$ cat config.mk
export PLATFORM = sky130hd
export DESIGN_NAME = req_arbiter4
export DESIGN_NICKNAME = d
export VERILOG_FILES = /design/src/rtl/req_arbiter4_pkg.sv /design/src/rtl/req_arbiter4_rr_pick4.sv /design/src/rtl/req_arbiter4.sv
export SDC_FILE = /design/constraint.sdc
export NUM_CORES = 1
export LEC_CHECK = 0
export ABC_AREA = 1
export ABC_CLOCK_PERIOD_IN_PS = 2300
export CAP_MARGIN = 20
export CORE_AREA = 2 2 64 72
export CTS_BUF_LIST = sky130_fd_sc_hd__clkbuf_16
export DETAILED_ROUTE_END_ITERATION = 6
export DIE_AREA = 0 0 66 74
export SYNTH_ARGS = -nofsm -noshare
export SYNTH_HDL_FRONTEND = slang
export SYNTH_HIERARCHICAL = 1
export SYNTH_SLANG_ARGS = --single-unit
$ cat constraint.sdc
create_clock -name clk -period 2.3 [get_ports clk]
set_clock_uncertainty 0.1 [all_clocks]
set_input_delay 0.345 -clock clk [delete_from_list [all_inputs] [get_ports clk]]
set_output_delay 0.345 -clock clk [all_outputs]
set_load 0.02 [all_outputs]
$ cat src/rtl/req_arbiter4_pkg.sv
// Shared constants and FSM state encoding for the four-way round-robin arbiter.
package req_arbiter4_pkg;

  localparam int N_REQ = 4;

  typedef enum logic [1:0] {
    ST_IDLE  = 2'd0,
    ST_GRANT = 2'd1,
    ST_GAP   = 2'd2
  } state_t;

endpackage

$ cat src/rtl/req_arbiter4_rr_pick4.sv
// Combinational round-robin picker: first set pending bit scanning ptr+1, ptr+2, ... (mod 4).
module rr_pick4
  import req_arbiter4_pkg::*;
(
  input  logic [N_REQ-1:0] pend,
  input  logic [1:0]       ptr,
  output logic [N_REQ-1:0] pick,
  output logic [1:0]       pick_idx,
  output logic             any
);

  logic [1:0] w_idx;

  // NOTE: every variable written in always_comb gets a default first, so no path can infer a latch.
  always_comb begin
    pick     = '0;
    pick_idx = '0;
    any      = 1'b0;
    w_idx    = '0;
    for (int i = 1; i <= N_REQ; i++) begin
      w_idx = ptr + 2'(i);
      if (!any && pend[w_idx]) begin
        pick[w_idx] = 1'b1;
        pick_idx    = w_idx;
        any         = 1'b1;
      end
    end
  end

endmodule

$ cat src/rtl/req_arbiter4.sv
// Round-robin arbiter for four requesters: captures request pulses, holds a registered
// one-hot grant until done, inserts a one-cycle gap, and releases stuck grants via a watchdog.
module req_arbiter4
  import req_arbiter4_pkg::*;
#(
  parameter int TIMEOUT = 16,
  parameter int TW      = 8
) (
  input  logic             clk,
  input  logic             rst_n,
  input  logic [N_REQ-1:0] req,
  input  logic             done,
  output logic [N_REQ-1:0] gnt,
  output logic             gnt_valid,
  output logic             timeout_err,
  output logic [N_REQ-1:0] pend_o
);

  localparam logic [TW-1:0] LP_TMO_LAST = TW'(TIMEOUT - 1);
  localparam logic          LP_WD_EN    = (TIMEOUT != 0);

  state_t           r_state, w_state_nxt;
  logic [N_REQ-1:0] r_gnt, w_gnt_nxt;
  logic [N_REQ-1:0] r_pend, w_pend_nxt;
  logic [N_REQ-1:0] w_clr, w_pick;
  logic [1:0]       r_gnt_idx, w_gnt_idx_nxt;
  logic [1:0]       r_ptr, w_ptr_nxt, w_pick_idx;
  logic [TW-1:0]    r_timer, w_timer_nxt;
  logic             r_terr, w_terr_nxt;
  logic             w_any, w_wd_fire;

  rr_pick4 u_pick (
    .pend     (r_pend),
    .ptr      (r_ptr),
    .pick     (w_pick),
    .pick_idx (w_pick_idx),
    .any      (w_any)
  );

  assign w_wd_fire = LP_WD_EN && (r_timer == LP_TMO_LAST);

  always_comb begin
    w_state_nxt   = r_state;
    w_gnt_nxt     = r_gnt;
    w_gnt_idx_nxt = r_gnt_idx;
    w_ptr_nxt     = r_ptr;
    w_timer_nxt   = r_timer;
    w_terr_nxt    = 1'b0;
    w_clr         = '0;
    case (r_state)
      ST_IDLE: begin
        if (w_any) begin
          w_gnt_nxt     = w_pick;
          w_gnt_idx_nxt = w_pick_idx;
          w_timer_nxt   = '0;
          w_state_nxt   = ST_GRANT;
        end
      end
      ST_GRANT: begin
        if (r_timer != '1) w_timer_nxt = r_timer + 1'b1;
        // done takes priority over the watchdog, so a same-edge collision reports no error.
        if (done || w_wd_fire) begin
          w_gnt_nxt   = '0;
          w_ptr_nxt   = r_gnt_idx;
          w_clr       = r_gnt;
          w_terr_nxt  = !done;
          w_state_nxt = ST_GAP;
        end
      end
      default: w_state_nxt = ST_IDLE;
    endcase
    // The grantee's own request is masked; clearing the released bit wins over a new set.
    w_pend_nxt = (r_pend | (req & ~r_gnt)) & ~w_clr;
  end

  // NOTE: sequential state uses non-blocking assignments so all registers update together.
  always_ff @(posedge clk or negedge rst_n) begin
    if (!rst_n) begin
      r_state   <= ST_IDLE;
      r_gnt     <= '0;
      r_gnt_idx <= '0;
      r_pend    <= '0;
      r_ptr     <= 2'd3;
      r_timer   <= '0;
      r_terr    <= 1'b0;
    end else begin
      r_state   <= w_state_nxt;
      r_gnt     <= w_gnt_nxt;
      r_gnt_idx <= w_gnt_idx_nxt;
      r_pend    <= w_pend_nxt;
      r_ptr     <= w_ptr_nxt;
      r_timer   <= w_timer_nxt;
      r_terr    <= w_terr_nxt;
    end
  end

  assign gnt         = r_gnt;
  assign gnt_valid   = |r_gnt;
  assign timeout_err = r_terr;
  assign pend_o      = r_pend;

endmodule

==> impl.org <==
** Status
- Status :: finished, final reports clean

** Routing
- Number of nets with antenna violations after routing :: 0
- Vias after detailed routing :: 1490
- Routed length per placed instance :: roughly 13 um
- The pre-antenna-repair detailed-routing pass consisted of 4 iterations.
- The detailed router finished its first iteration with 97 violations.
- Residual DRC count :: 0
- Wires add up to 3790 um.
- In the routed layout, each cell is associated on average with a via count of 5.07.

** Power
- Share of total power consumed by net switching :: 48.5%
- IR analysis of the VDD net gives a maximum drop of 0.000514 V.
- Total power divided by cell area :: ~1300 nW/um^2
- Internal power :: 1.36 mW
- Summed over all cells, the static leakage comes to 0.958 nW.
- Portion of total power attributed to the clock network :: 14.8%
- Combinational cells account for 60.5% of the total power.
- Summing internal, switching and leakage power gives 2.64 mW.
- Sequential cell fraction of total power :: 24.7%
- Net switching power of the design :: 1.28 mW

** Floorplanning
- Chip Width :: 66 um
- Die height :: around 74 um
- 17 I/O pins were placed.
- Once the floorplan was initialized, standard cells occupied 39.7% of the core.
- Std-Cell Core Area :: ~4200 um^2
- DIE AREA :: 4880 um^2
- Number of standard-cell rows in the floorplan :: 25

** Placement
- Placement Setup Slack :: between 0.15 and 0.2 ns
- Input and output buffers added on the ports amount to 16.
- Routability-driven placement finished with a final weighted congestion of roughly 0.86.
- HPWL after DPL :: approximately 2800 um
- Placed inst area :: 1920 um^2
- In this run, placement finished with an instance count of 289.

** Timing
- On the final layout, the worst hold slack is 0.336 ns.
- The worst path needs 2.11 ns of the cycle, external delays included.
- The final-report hold violation count is 0.
- Static timing analysis puts the maximum clock frequency at 474 MHz.
- For the pin with the worst max-slew slack, the measured transition is approximately 0.42 ns.
- Final count of pins violating max slew :: 0
- Unrepaired setup endpoints after global routing :: no
- Summed over all failing endpoints, the final setup total negative slack is 0 ns.
- Across all setup checks in the final design, the least slack found is 0.192 ns.
- Relative slew slack :: 71.8%
- Setup violations remaining at the end of the flow were counted as 0.
- The final critical path takes up around nine tenths of the cycle.

** Global route
- The total overflow left after global routing is 0.
- Antenna violations before repair :: 0
- Pin count of the biggest net entering global routing :: 24
- Total routing resource utilization after global routing :: 17.4%
- The via count of the first global-routing pass was 1466.
- Global-route wire length before repair :: 6580 um

** Logic synthesis
- After synthesis the cells add up to 1670 um^2.
- During synthesis, Yosys emitted a total of 6 warnings.
- Commonest register cell after synthesis :: sky130_fd_sc_hd__dfrtp_1
- The share of synthesized area in the top cell type comes to 31.6%.
- Count of flip-flops with a built-in enable after synthesis :: 0
- Cell type with the largest total area after synthesis :: sky130_fd_sc_hd__dfrtp_1
- Synthesis handed over a netlist of approximately 220 instances.
- Synthesis instantiated 30 different standard cells from the library.
- Commonest cells post-synth :: sky130_fd_sc_hd__nand2_1 (53), sky130_fd_sc_hd__nand3_1 (33), sky130_fd_sc_hd__inv_1 (22)
- sky130_fd_sc_hd__nand2_1 is the most common cell in the netlist.
- Leading cell types by total area after synthesis :: sky130_fd_sc_hd__dfrtp_1 (32%), sky130_fd_sc_hd__nand2_1 (12%), sky130_fd_sc_hd__nand3_1 (9.9%)
- FFs w/ async S/R, synth :: 100%
- Synthesis inferred 23 register bits.
- Post-synthesis net count :: 233
- Avg Inst Size Synth :: 7.67 um^2
- Part of the Yosys area used for sequential elements :: 34.7%

** Critical path
- The worst setup path is captured at a register.
- Depth of the worst register-to-register path :: 10
- Arrival time of data at the critical path endpoint :: 2.15 ns
- Counting both buffers and inverters, the worst setup path holds a total of 3.
- For this design, the slowest cell found on the critical path is sky130_fd_sc_hd__dfstp_2.
- Crit Path Class :: register to register
- Maximum net fanout on the critical path :: 13
- Data on the critical path is required at its endpoint by 2.34 ns.
- The worst register-to-register path ends at r_gnt_idx[1].
- Setup slack on the worst reg-to-reg path comes out at 0.19 ns.
- The critical path goes through inv_8, ha_4, inv_2, nand3_1, nand2_2, nand4_1, nand2_2, inv_1, nand2_1, o21ai_0.
- Worst path top cell family by delay :: simple AND/OR/NAND/NOR gates
- STA classifies the critical path startpoint as a register.
- Cell mode on critical path :: sky130_fd_sc_hd__nand2_2
- The worst register-to-register path begins at r_ptr[0].
- For this run, the slowest stage of the critical path takes around 0.58 ns.

** Cells and area
- Finished layout cell area :: 2010 um^2
- The post-route netlist has 15.8% of its cells at a drive strength greater than 1.
- Antenna Diode Count :: 0
- For this run, the post-layout net count is 257.
- Area overhead of the layout relative to synthesis :: 20.4%
- Measured on the finished design, the core utilization comes to between 40% and 50%.
- Final Instance Count excl. Fillers :: 294

** CTS
- Maximum clock insertion buffer count :: 2
- After clock tree synthesis, the repair step resized 0 gates.
- CTS Root Cell :: sky130_fd_sc_hd__clkbuf_16
- Post-CTS Setup Inserts :: 0
- Clock Sinks :: 23
- CTS built an H-tree with a depth of 1.
- In this run, CTS created clock tree buffers numbering 3.
- CTS clock-pin slew for the worst setup and hold paths :: 0.07 ns
- Hold repair after CTS inserted 0 buffers.
- TritonCTS built the clock tree.
- Worst skew pair latency :: 0.26 ns

** Worst hold path
- Hold/Removal Path Class :: primary input to async pin

** Flow run
- Max-cap violations :: 0
[kinds of logic after synthesis]
family	synth area share [%]
DFF	34.7
adders and majority gates	6.76
AOI/OAI and AO/OA	11.3
buffers and inverters	7.74
and+or+nand+nor	38.9
xor gates and xnor gates	0.526
[power groups by stage]
stage	sequential [mW]	combinational (mW)	clock, mW
2_1_floorplan	0.701	1.12	0
3_3_place_gp	0.660	1.58	0
3_5_place_dp	0.661	1.57	0
4_1_cts	0.654	1.58	0.405
5_1_grt	0.677	1.78	0.415
6_report	0.652	1.60	0.391
[worst register-to-register path, stage by stage, from the launching register on]
cell and delay, ns:
sky130_fd_sc_hd__dfstp_2 0.58, sky130_fd_sc_hd__inv_8 0.07, sky130_fd_sc_hd__ha_4 0.26, sky130_fd_sc_hd__inv_2 0.10, sky130_fd_sc_hd__nand3_1 0.10, sky130_fd_sc_hd__nand2_2 0.17, sky130_fd_sc_hd__nand4_1 0.16, sky130_fd_sc_hd__nand2_2 0.15
sky130_fd_sc_hd__inv_1 0.14, sky130_fd_sc_hd__nand2_1 0.09, sky130_fd_sc_hd__o21ai_0 0.07
[area by class of cell]
class                      count  area, um^2
fill                         427        2190
sequential                    23         578
timing repair buffer          22         205
multi-input combinational    166         971
clock buffer                   3        75.1
tap                           54        67.6
clock inverter                 1        7.51
inverter                      25         101
[metal layers]
metal	part of all wire, %	track usage (%)	vias to the layer above	wire, um
li1	-	-	765	-
met1	46	22.7	685	1740
met2	48	28.4	31	1810
met3	3.4	2.12	9	129
met4	2.9	9.30	0	108
met5	0	0	-	0
[cells in the final DEF, fill, tap and decap left out, types with 5 or more instances in the layout]
cell type / n
sky130_fd_sc_hd__a21oi_1: 14
sky130_fd_sc_hd__buf_4: 6
sky130_fd_sc_hd__clkdlybuf4s50_1: 16
sky130_fd_sc_hd__dfrtp_1: 21
sky130_fd_sc_hd__ha_1: 8
sky130_fd_sc_hd__inv_1: 22
sky130_fd_sc_hd__nand2_1: 53
sky130_fd_sc_hd__nand2_2: 5
sky130_fd_sc_hd__nand3_1: 33
sky130_fd_sc_hd__nand4_1: 7
sky130_fd_sc_hd__nor2_1: 12
[registers in the layout, summed over array words and instances (netlist names)]
name	cells
r_timer	8
gnt	4
pend_o	4
r_gnt_idx	2
r_ptr	2
r_state	2
timeout_err	1
[how the worst max path moves through the flow]
stage	from	endpoint	slack (ns)	cells past startpoint
detailed placement	r_ptr[0]	r_gnt_idx[1]	0.19	11
floorplan	r_ptr[0]	r_gnt_idx[0]	0.09	13
global placement	r_ptr[0]	gnt[2]	0.24	10
CTS	r_ptr[0]	r_gnt_idx[1]	0.18	10
finish	r_ptr[0]	r_gnt_idx[1]	0.19	10
global route	r_ptr[0]	r_gnt_idx[1]	0.02	10
Note: power is estimated with default switching activity, not from simulation.
